$ cat config.mk
export PLATFORM = sky130hd
export DESIGN_NAME = prbs_qpsk_source
export DESIGN_NICKNAME = d
export VERILOG_FILES = /design/src/rtl/prbs_qpsk_source.sv
export SDC_FILE = /design/constraint.sdc
export NUM_CORES = 1
export LEC_CHECK = 0
export CAP_MARGIN = 40
export CORE_MARGIN = 3
export CORE_UTILIZATION = 49
export DETAILED_ROUTE_END_ITERATION = 10
export PLACE_DENSITY = 0.71
export SETUP_SLACK_MARGIN = 0.5
export SYNTH_ARGS = -nofsm -noshare
export SYNTH_HDL_FRONTEND = slang
export SYNTH_SLANG_ARGS = --single-unit
export TNS_END_PERCENT = 5
$ cat constraint.sdc
create_clock -name clk -period 1.89 [get_ports clk]
set_input_delay 0.189 -clock clk [delete_from_list [all_inputs] [get_ports clk]]
set_output_delay 0.189 -clock clk [all_outputs]
set_load 0.05 [all_outputs]
$ cat src/rtl/prbs_qpsk_source.sv
// Dual-rail PRBS9 (x^9+x^5+1) bit source for a QPSK mapper, paced by an internal symbol divider
// with a registered valid/ready output. Optional I-rail error injection via PRBS_ERR_INJECT_EN.
module prbs_qpsk_source #(
   parameter logic [8:0]  SEED_I    = 9'h1FF,
   parameter logic [8:0]  SEED_Q    = 9'h0F5,
   parameter int unsigned OS_FACTOR = 4
) (
   input  logic        clk,
   input  logic        rst,
   input  logic        i_enable,
   input  logic        i_ready,
`ifdef PRBS_ERR_INJECT_EN
   input  logic        i_err_inj,
`endif
   output logic        o_bit_I,
   output logic        o_bit_Q,
   output logic        o_valid,
   output logic        o_overrun,
   output logic [15:0] o_sym_cnt
);

   // An all-zero LFSR would lock up, so a zero seed falls back to all-ones.
   localparam logic [8:0] SeedI  = (SEED_I == 9'd0) ? 9'h1FF : SEED_I;
   localparam logic [8:0] SeedQ  = (SEED_Q == 9'd0) ? 9'h1FF : SEED_Q;
   localparam logic [7:0] DivMax = 8'(OS_FACTOR - 1);

   logic [8:0]  lfsr_i_q, lfsr_i_d;
   logic [8:0]  lfsr_q_q, lfsr_q_d;
   logic [7:0]  div_q, div_d;
   logic        bit_i_q, bit_i_d;
   logic        bit_q_q, bit_q_d;
   logic        valid_q, valid_d;
   logic        overrun_q, overrun_d;
   logic [15:0] sym_cnt_q, sym_cnt_d;

   logic tick, accept, slot_free, load;

`ifdef PRBS_ERR_INJECT_EN
   logic err_inj_q;
   logic armed_q, armed_d;
   logic inject;
`endif

   always_comb begin
      tick      = i_enable && (div_q == DivMax);
      accept    = valid_q && i_ready;
      slot_free = !valid_q || accept;
      load      = tick && slot_free;

      lfsr_i_d  = lfsr_i_q;
      lfsr_q_d  = lfsr_q_q;
      div_d     = div_q;
      bit_i_d   = bit_i_q;
      bit_q_d   = bit_q_q;
      valid_d   = valid_q;
      overrun_d = overrun_q;
      sym_cnt_d = sym_cnt_q;

      if (i_enable) begin
         div_d = (div_q == DivMax) ? 8'd0 : div_q + 8'd1;
      end

      if (load) begin
`ifdef PRBS_ERR_INJECT_EN
         bit_i_d = lfsr_i_q[8] ^ inject;
`else
         bit_i_d = lfsr_i_q[8];
`endif
         bit_q_d  = lfsr_q_q[8];
         lfsr_i_d = {lfsr_i_q[7:0], lfsr_i_q[8] ^ lfsr_i_q[4]};
         lfsr_q_d = {lfsr_q_q[7:0], lfsr_q_q[8] ^ lfsr_q_q[4]};
         valid_d  = 1'b1;
      end else if (accept) begin
         valid_d = 1'b0;
      end

      if (tick && !slot_free) begin
         overrun_d = 1'b1;
      end

      if (accept) begin
         sym_cnt_d = sym_cnt_q + 16'd1;
      end
   end

`ifdef PRBS_ERR_INJECT_EN
   // A rising edge coinciding with a load already applies to that load.
   always_comb begin
      inject  = armed_q || (i_err_inj && !err_inj_q);
      armed_d = load ? 1'b0 : inject;
   end

   always_ff @(posedge clk) begin
      if (rst) begin
         err_inj_q <= 1'b0;
         armed_q   <= 1'b0;
      end else begin
         err_inj_q <= i_err_inj;
         armed_q   <= armed_d;
      end
   end
`endif

   always_ff @(posedge clk) begin
      if (rst) begin
         lfsr_i_q  <= SeedI;
         lfsr_q_q  <= SeedQ;
         div_q     <= 8'd0;
         bit_i_q   <= 1'b0;
         bit_q_q   <= 1'b0;
         valid_q   <= 1'b0;
         overrun_q <= 1'b0;
         sym_cnt_q <= 16'd0;
      end else begin
         lfsr_i_q  <= lfsr_i_d;
         lfsr_q_q  <= lfsr_q_d;
         div_q     <= div_d;
         bit_i_q   <= bit_i_d;
         bit_q_q   <= bit_q_d;
         valid_q   <= valid_d;
         overrun_q <= overrun_d;
         sym_cnt_q <= sym_cnt_d;
      end
   end

   assign o_bit_I   = bit_i_q;
   assign o_bit_Q   = bit_q_q;
   assign o_valid   = valid_q;
   assign o_overrun = overrun_q;
   assign o_sym_cnt = sym_cnt_q;

endmodule

==> report_table.html <==
<table>
<tr><th>Metric</th><th>Value</th></tr>
<tr><th colspan="2">Logic synthesis</th></tr>
<tr><td>Flops &amp; latches, synth</td><td>46</td></tr>
<tr><td>Top cells by area in the synthesized netlist</td><td>sky130_fd_sc_hd__dfxtp_1 (48%), sky130_fd_sc_hd__nor2_1 (8.9%), sky130_fd_sc_hd__a211o_1 (6.9%)</td></tr>
<tr><td>Area fraction in compound gates after synthesis</td><td>9.311%</td></tr>
<tr><td>Largest family of logic cells by synthesized area</td><td>simple AND/OR/NAND/NOR gates</td></tr>
<tr><td>Unique masters post-synth</td><td>31</td></tr>
<tr><td>Share of the synthesized area in the top cell type</td><td>48.26%</td></tr>
<tr><td>Post-synthesis share of cell area spent on and, or, nand and nor gates</td><td>22.56%</td></tr>
<tr><td>Cell taking the most area after synthesis</td><td>sky130_fd_sc_hd__dfxtp_1</td></tr>
<tr><td>Most frequent cells after synthesis</td><td>sky130_fd_sc_hd__dfxtp_1 (46), sky130_fd_sc_hd__nor2_1 (45), sky130_fd_sc_hd__a211o_1 (15), sky130_fd_sc_hd__xor2_1 (15), sky130_fd_sc_hd__inv_1 (14)</td></tr>
<tr><td>Post-synthesis area per instance</td><td>9.218 sq um</td></tr>
<tr><td>Mux contribution to synthesized area</td><td>3.738%</td></tr>
<tr><td>Leading register cell type out of synthesis</td><td>sky130_fd_sc_hd__dfxtp_1</td></tr>
<tr><td>Synthesized Nets</td><td>213</td></tr>
<tr><td>Most frequently used cell type in the post-synthesis netlist</td><td>sky130_fd_sc_hd__dfxtp_1</td></tr>
<tr><td>Gate count of the mapped netlist</td><td>207</td></tr>
<tr><td>Seq/Total Area, Yosys</td><td>48.26%</td></tr>
<tr><td>Fraction of registers with async set or reset after synthesis</td><td>0%</td></tr>
<tr><td>Syn Std Cell Area</td><td>1908 sq um</td></tr>
<tr><td>Yosys warning total</td><td>0</td></tr>
<tr><td>Adder and majority gate portion of the synthesized area</td><td>1.311%</td></tr>
<tr><td>Share of the synthesized netlist area taken by xor and xnor gates</td><td>9.639%</td></tr>
<tr><td>Number of synthesized flops with an enable pin</td><td>0</td></tr>
<tr><th colspan="2">Timing</th></tr>
<tr><td>Highest clock frequency the design can meet</td><td>609.6 MHz</td></tr>
<tr><td>Hold Fails Final Rpt</td><td>0</td></tr>
<tr><td>Final min period</td><td>1.640 ns</td></tr>
<tr><td>Minimum setup slack in the final design</td><td>0.2497 ns</td></tr>
<tr><td>Relative slew slack</td><td>66.03%</td></tr>
<tr><td>Pin slew with the least headroom to its limit</td><td>0.5088 ns</td></tr>
<tr><td>Aggregate negative setup slack</td><td>0 ns</td></tr>
<tr><td>Final Setup Violations</td><td>0</td></tr>
<tr><td>Worst clock skew</td><td>0.006062 ns</td></tr>
<tr><td>Setup repair after global routing missed its margin</td><td>yes</td></tr>
<tr><td>Total count of max-transition violations in the final report</td><td>0</td></tr>
<tr><td>Final cycle utilization of the critical path</td><td>86.79%</td></tr>
<tr><th colspan="2">Power and ir drop</th></tr>
<tr><td>Worst ir drop on vdd</td><td>0.0005367 V</td></tr>
<tr><td>LEAKAGE</td><td>1.093 nW</td></tr>
<tr><td>Pwr Density</td><td>688.1 nW/um^2</td></tr>
<tr><td>Switching power</td><td>0.0003526 W</td></tr>
<tr><td>Internal cell power</td><td>0.001258 W</td></tr>
<tr><td>Sequential group share of total power</td><td>61.0%</td></tr>
<tr><td>Switching fraction of total power</td><td>21.89%</td></tr>
<tr><td>Relative contribution of the clock network to total power</td><td>34.6%</td></tr>
<tr><td>Part of the power in combinational logic</td><td>4.5%</td></tr>
<tr><th colspan="2">GRT</th></tr>
<tr><td>Grt total ovfl</td><td>0</td></tr>
<tr><td>Overall fraction of global-route tracks in use</td><td>16.17%</td></tr>
<tr><td>Largest net degree at the start of global routing</td><td>36</td></tr>
<tr><td>Global-route wire length before repair</td><td>5.761 mm</td></tr>
<tr><td>Number of global-route vias before repair</td><td>1,366</td></tr>
<tr><td>Initial antenna violation count</td><td>0</td></tr>
<tr><th colspan="2">Cells and area</th></tr>
<tr><td>Number of diodes</td><td>0</td></tr>
<tr><td>Net total in the final layout</td><td>242</td></tr>
<tr><td>Share of the core filled with cells in the final layout</td><td>63.00%</td></tr>
<tr><td>Layout area overhead</td><td>22.69%</td></tr>
<tr><td>Fraction of final layout cells sized beyond drive strength 1</td><td>14.35%</td></tr>
<tr><th colspan="2">Place</th></tr>
<tr><td>Count of port buffers added during placement</td><td>23</td></tr>
<tr><td>Routability Congestion</td><td>0.8091</td></tr>
<tr><td>Worst slack after detailed placement</td><td>0.1341 ns</td></tr>
<tr><td>Detailed placer's ending HPWL</td><td>2.456 mm</td></tr>
<tr><th colspan="2">Detailed routing</th></tr>
<tr><td>Sum of routed wire length over all layers</td><td>3.391 mm</td></tr>
<tr><td>Wire length per cell after detailed routing</td><td>11.90 um</td></tr>
<tr><td>Vias post-DR</td><td>1,481</td></tr>
<tr><td>Met2 wirelength from detailed routing</td><td>1.632 mm</td></tr>
<tr><td>Highest signal layer in the routed design</td><td>met4</td></tr>
<tr><td>Post-route met1 wirelength</td><td>1.542 mm</td></tr>
<tr><td>Detailed-router iteration count before antenna repair</td><td>4</td></tr>
<tr><td>DR WL met3</td><td>163 um</td></tr>
<tr><td>Initial drt markers</td><td>102</td></tr>
<tr><td>Final ANT Viol Nets</td><td>0</td></tr>
<tr><td>Remaining DRCs</td><td>0</td></tr>
<tr><td>Routed via count divided by cell count</td><td>5.196</td></tr>
<tr><th colspan="2">Outcome</th></tr>
<tr><td>Run status</td><td>finished clean</td></tr>
<tr><th colspan="2">Clocking</th></tr>
<tr><td>Clock-pin slew on the worst setup and hold paths</td><td>0.08 ns</td></tr>
<tr><td>Sink count of the clock tree</td><td>46</td></tr>
<tr><td>Clk root buf</td><td>sky130_fd_sc_hd__clkbuf_8</td></tr>
<tr><td>CTS H-tree depth</td><td>2</td></tr>
<tr><td>Source-to-sink clock delay at the later pin of the worst-skew pair</td><td>0.29 ns</td></tr>
<tr><td>CTS tree</td><td>built</td></tr>
<tr><td>Number of CTS-inserted buffers</td><td>5</td></tr>
<tr><td>CTS max path bufs</td><td>2</td></tr>
<tr><td>Hold_buf cts</td><td>0</td></tr>
<tr><th colspan="2">Critical path</th></tr>
<tr><td>CP Cell Sequence</td><td>clkdlybuf4s50_1</td></tr>
<tr><td>Crit-path leading delay family</td><td>buffers and inverters</td></tr>
<tr><td>Worst reg2reg path depth</td><td>5</td></tr>
<tr><td>Slowest cell on crit path</td><td>sky130_fd_sc_hd__clkdlybuf4s50_1</td></tr>
<tr><td>Crit path buffers/inverters</td><td>1</td></tr>
<tr><td>R2R Path Start</td><td>div_q[0]$_SDFFE_PP0P_</td></tr>
<tr><td>Maximum fanout along the worst path</td><td>4</td></tr>
<tr><td>Critical path arrival</td><td>1.45 ns</td></tr>
<tr><td>Stages on the worst setup path</td><td>1</td></tr>
<tr><td>Delay of the slowest critical-path stage</td><td>0.79 ns</td></tr>
<tr><td>Kind of end point of the critical path</td><td>output port</td></tr>
<tr><td>CP required</td><td>1.70 ns</td></tr>
<tr><td>Kind of launch point of the worst setup path</td><td>flip-flop</td></tr>
<tr><td>Launching element of the worst setup path</td><td>o_sym_cnt[10]$_SDFFE_PP0P_</td></tr>
<tr><td>Category of the critical setup timing path</td><td>flip-flop to output port</td></tr>
<tr><th colspan="2">Floorplan</th></tr>
<tr><td>Die outline height</td><td>68.40 um</td></tr>
<tr><td>Horizontal die dimension</td><td>68.40 um</td></tr>
<tr><td>Area inside the core boundary</td><td>3716 sq um</td></tr>
<tr><td>Die footprint</td><td>4679 sq um</td></tr>
<tr><td>Placement row count</td><td>22</td></tr>
<tr><td>Number of top-level pins</td><td>24</td></tr>
<tr><td>Initial Util</td><td>51.35%</td></tr>
<tr><th colspan="2">Min path</th></tr>
<tr><td>Class of the worst hold path</td><td>flip-flop to flip-flop</td></tr>
<tr><td>Worst Hold Launch</td><td>lfsr_q_q[6]$_SDFFE_PP1P_</td></tr>
<tr><td>Number of cells on the worst hold path</td><td>1</td></tr>
<tr><th colspan="2">Job</th></tr>
<tr><td>MaxCap Viol Count</td><td>0</td></tr>
</table>
## stage by stage
step / power [W] / instances / hold slack, ns / instance area (sq um)
after floorplan: 0.001051 / 207 / 0.3441 / 1943
after global placement: 0.001074 / 277 / 0.4418 / 2267
after CTS: 0.001634 / 285 / 0.4711 / 2336
final: 0.001611 / 285 / 0.4657 / 2341
after detailed placement: 0.001077 / 277 / 0.4527 / 2267
after global routing: 0.001675 / 285 / 0.4797 / 2341
## final cells by class
| cell class | instances | area (sq um) |
|---|---|---|
| fillers | 335 | 1375 |
| flip-flops and latches | 46 | 955.9 |
| multi-input cells | 137 | 888.4 |
| repair buffers | 32 | 302.8 |
| clock buffers | 6 | 72.57 |
| well taps | 48 | 60.06 |
| inverters | 14 | 52.55 |
| clock inverters | 2 | 8.758 |
## flip-flops by register name, summed over array words and instances (netlist names)
signal and cells:
div_q 8, lfsr_i_q 9, lfsr_q_q 9, o_bit_I 1
o_bit_Q 1, o_overrun 1, o_sym_cnt 16, o_valid 1
## logic make-up after synthesis
group           count (synthesis)
buf+inv                        24
flops                          46
simple gates                   85
xor+xnor                       21
fa+ha+maj                       2
compound gates                 22
mux                             7
## power by group through the flow
stage | Sequential [W] | Combinational, W | Clock, W
3_3_place_gp | 0.00100 | 0.0000697 | 0
5_1_grt | 0.000984 | 0.0000794 | 0.000612
3_5_place_dp | 0.00101 | 0.0000723 | 0
6_report | 0.000982 | 0.0000720 | 0.000557
2_1_floorplan | 0.00101 | 0.0000455 | 0
4_1_cts | 0.000982 | 0.0000727 | 0.000580
## final timing paths
path	end	slack (ns)
setup reg to reg	lfsr_q_q[5]$_SDFFE_PP1P_	0.32
hold / removal	lfsr_q_q[6]$_SDFFE_PP1P_	0.47
setup / recovery	o_sym_cnt[10]	0.25
hold reg to reg	lfsr_q_q[6]$_SDFFE_PP1P_	0.47
## layout by cell type (no fill, tap or decap), drive strengths merged
| cell type | instances |
|---|---|
| nor2b | 1 |
| or4 | 1 |
| a211o | 15 |
| clkbuf | 6 |
| nand4b | 1 |
| mux2i | 6 |
| dfxtp | 46 |
| clkdlybuf4s15 | 1 |
| o21ba | 1 |
| buf | 9 |
| nor4 | 1 |
| clkdlybuf4s50 | 10 |
| xor2 | 15 |
| and3 | 4 |
| a21oi | 4 |
| dlygate4sd2 | 10 |
| nand2b | 2 |
| nor2 | 45 |
| and4 | 3 |
| clkinv | 2 |
| o31ai | 1 |
| and2 | 2 |
| nand4 | 13 |
| o41ai | 1 |
| ha | 2 |
| mux2 | 1 |
| dlymetal6s2s | 2 |
| nand2 | 6 |
| xnor2 | 6 |
| inv | 14 |
| or4b | 1 |
| nand3 | 5 |
## layer usage
layer | GRT usage (%) | vias up
met4 | 5.955 | 0
met3 | 4.926 | 6
met2 | 27.06 | 29
met1 | 19.32 | 685
met5 | 0 | -
li1 | - | 761
## repair_timing
| item | 4_1_cts | 5_1_grt |
|---|---|---|
| setup buffers | 0 | 0 |
| resized for setup | 12 | 2 |
| endpoints found under the setup margin | 50 | 52 |
| gates cloned | 0 | 0 |
(Power assumes the default switching activity.)
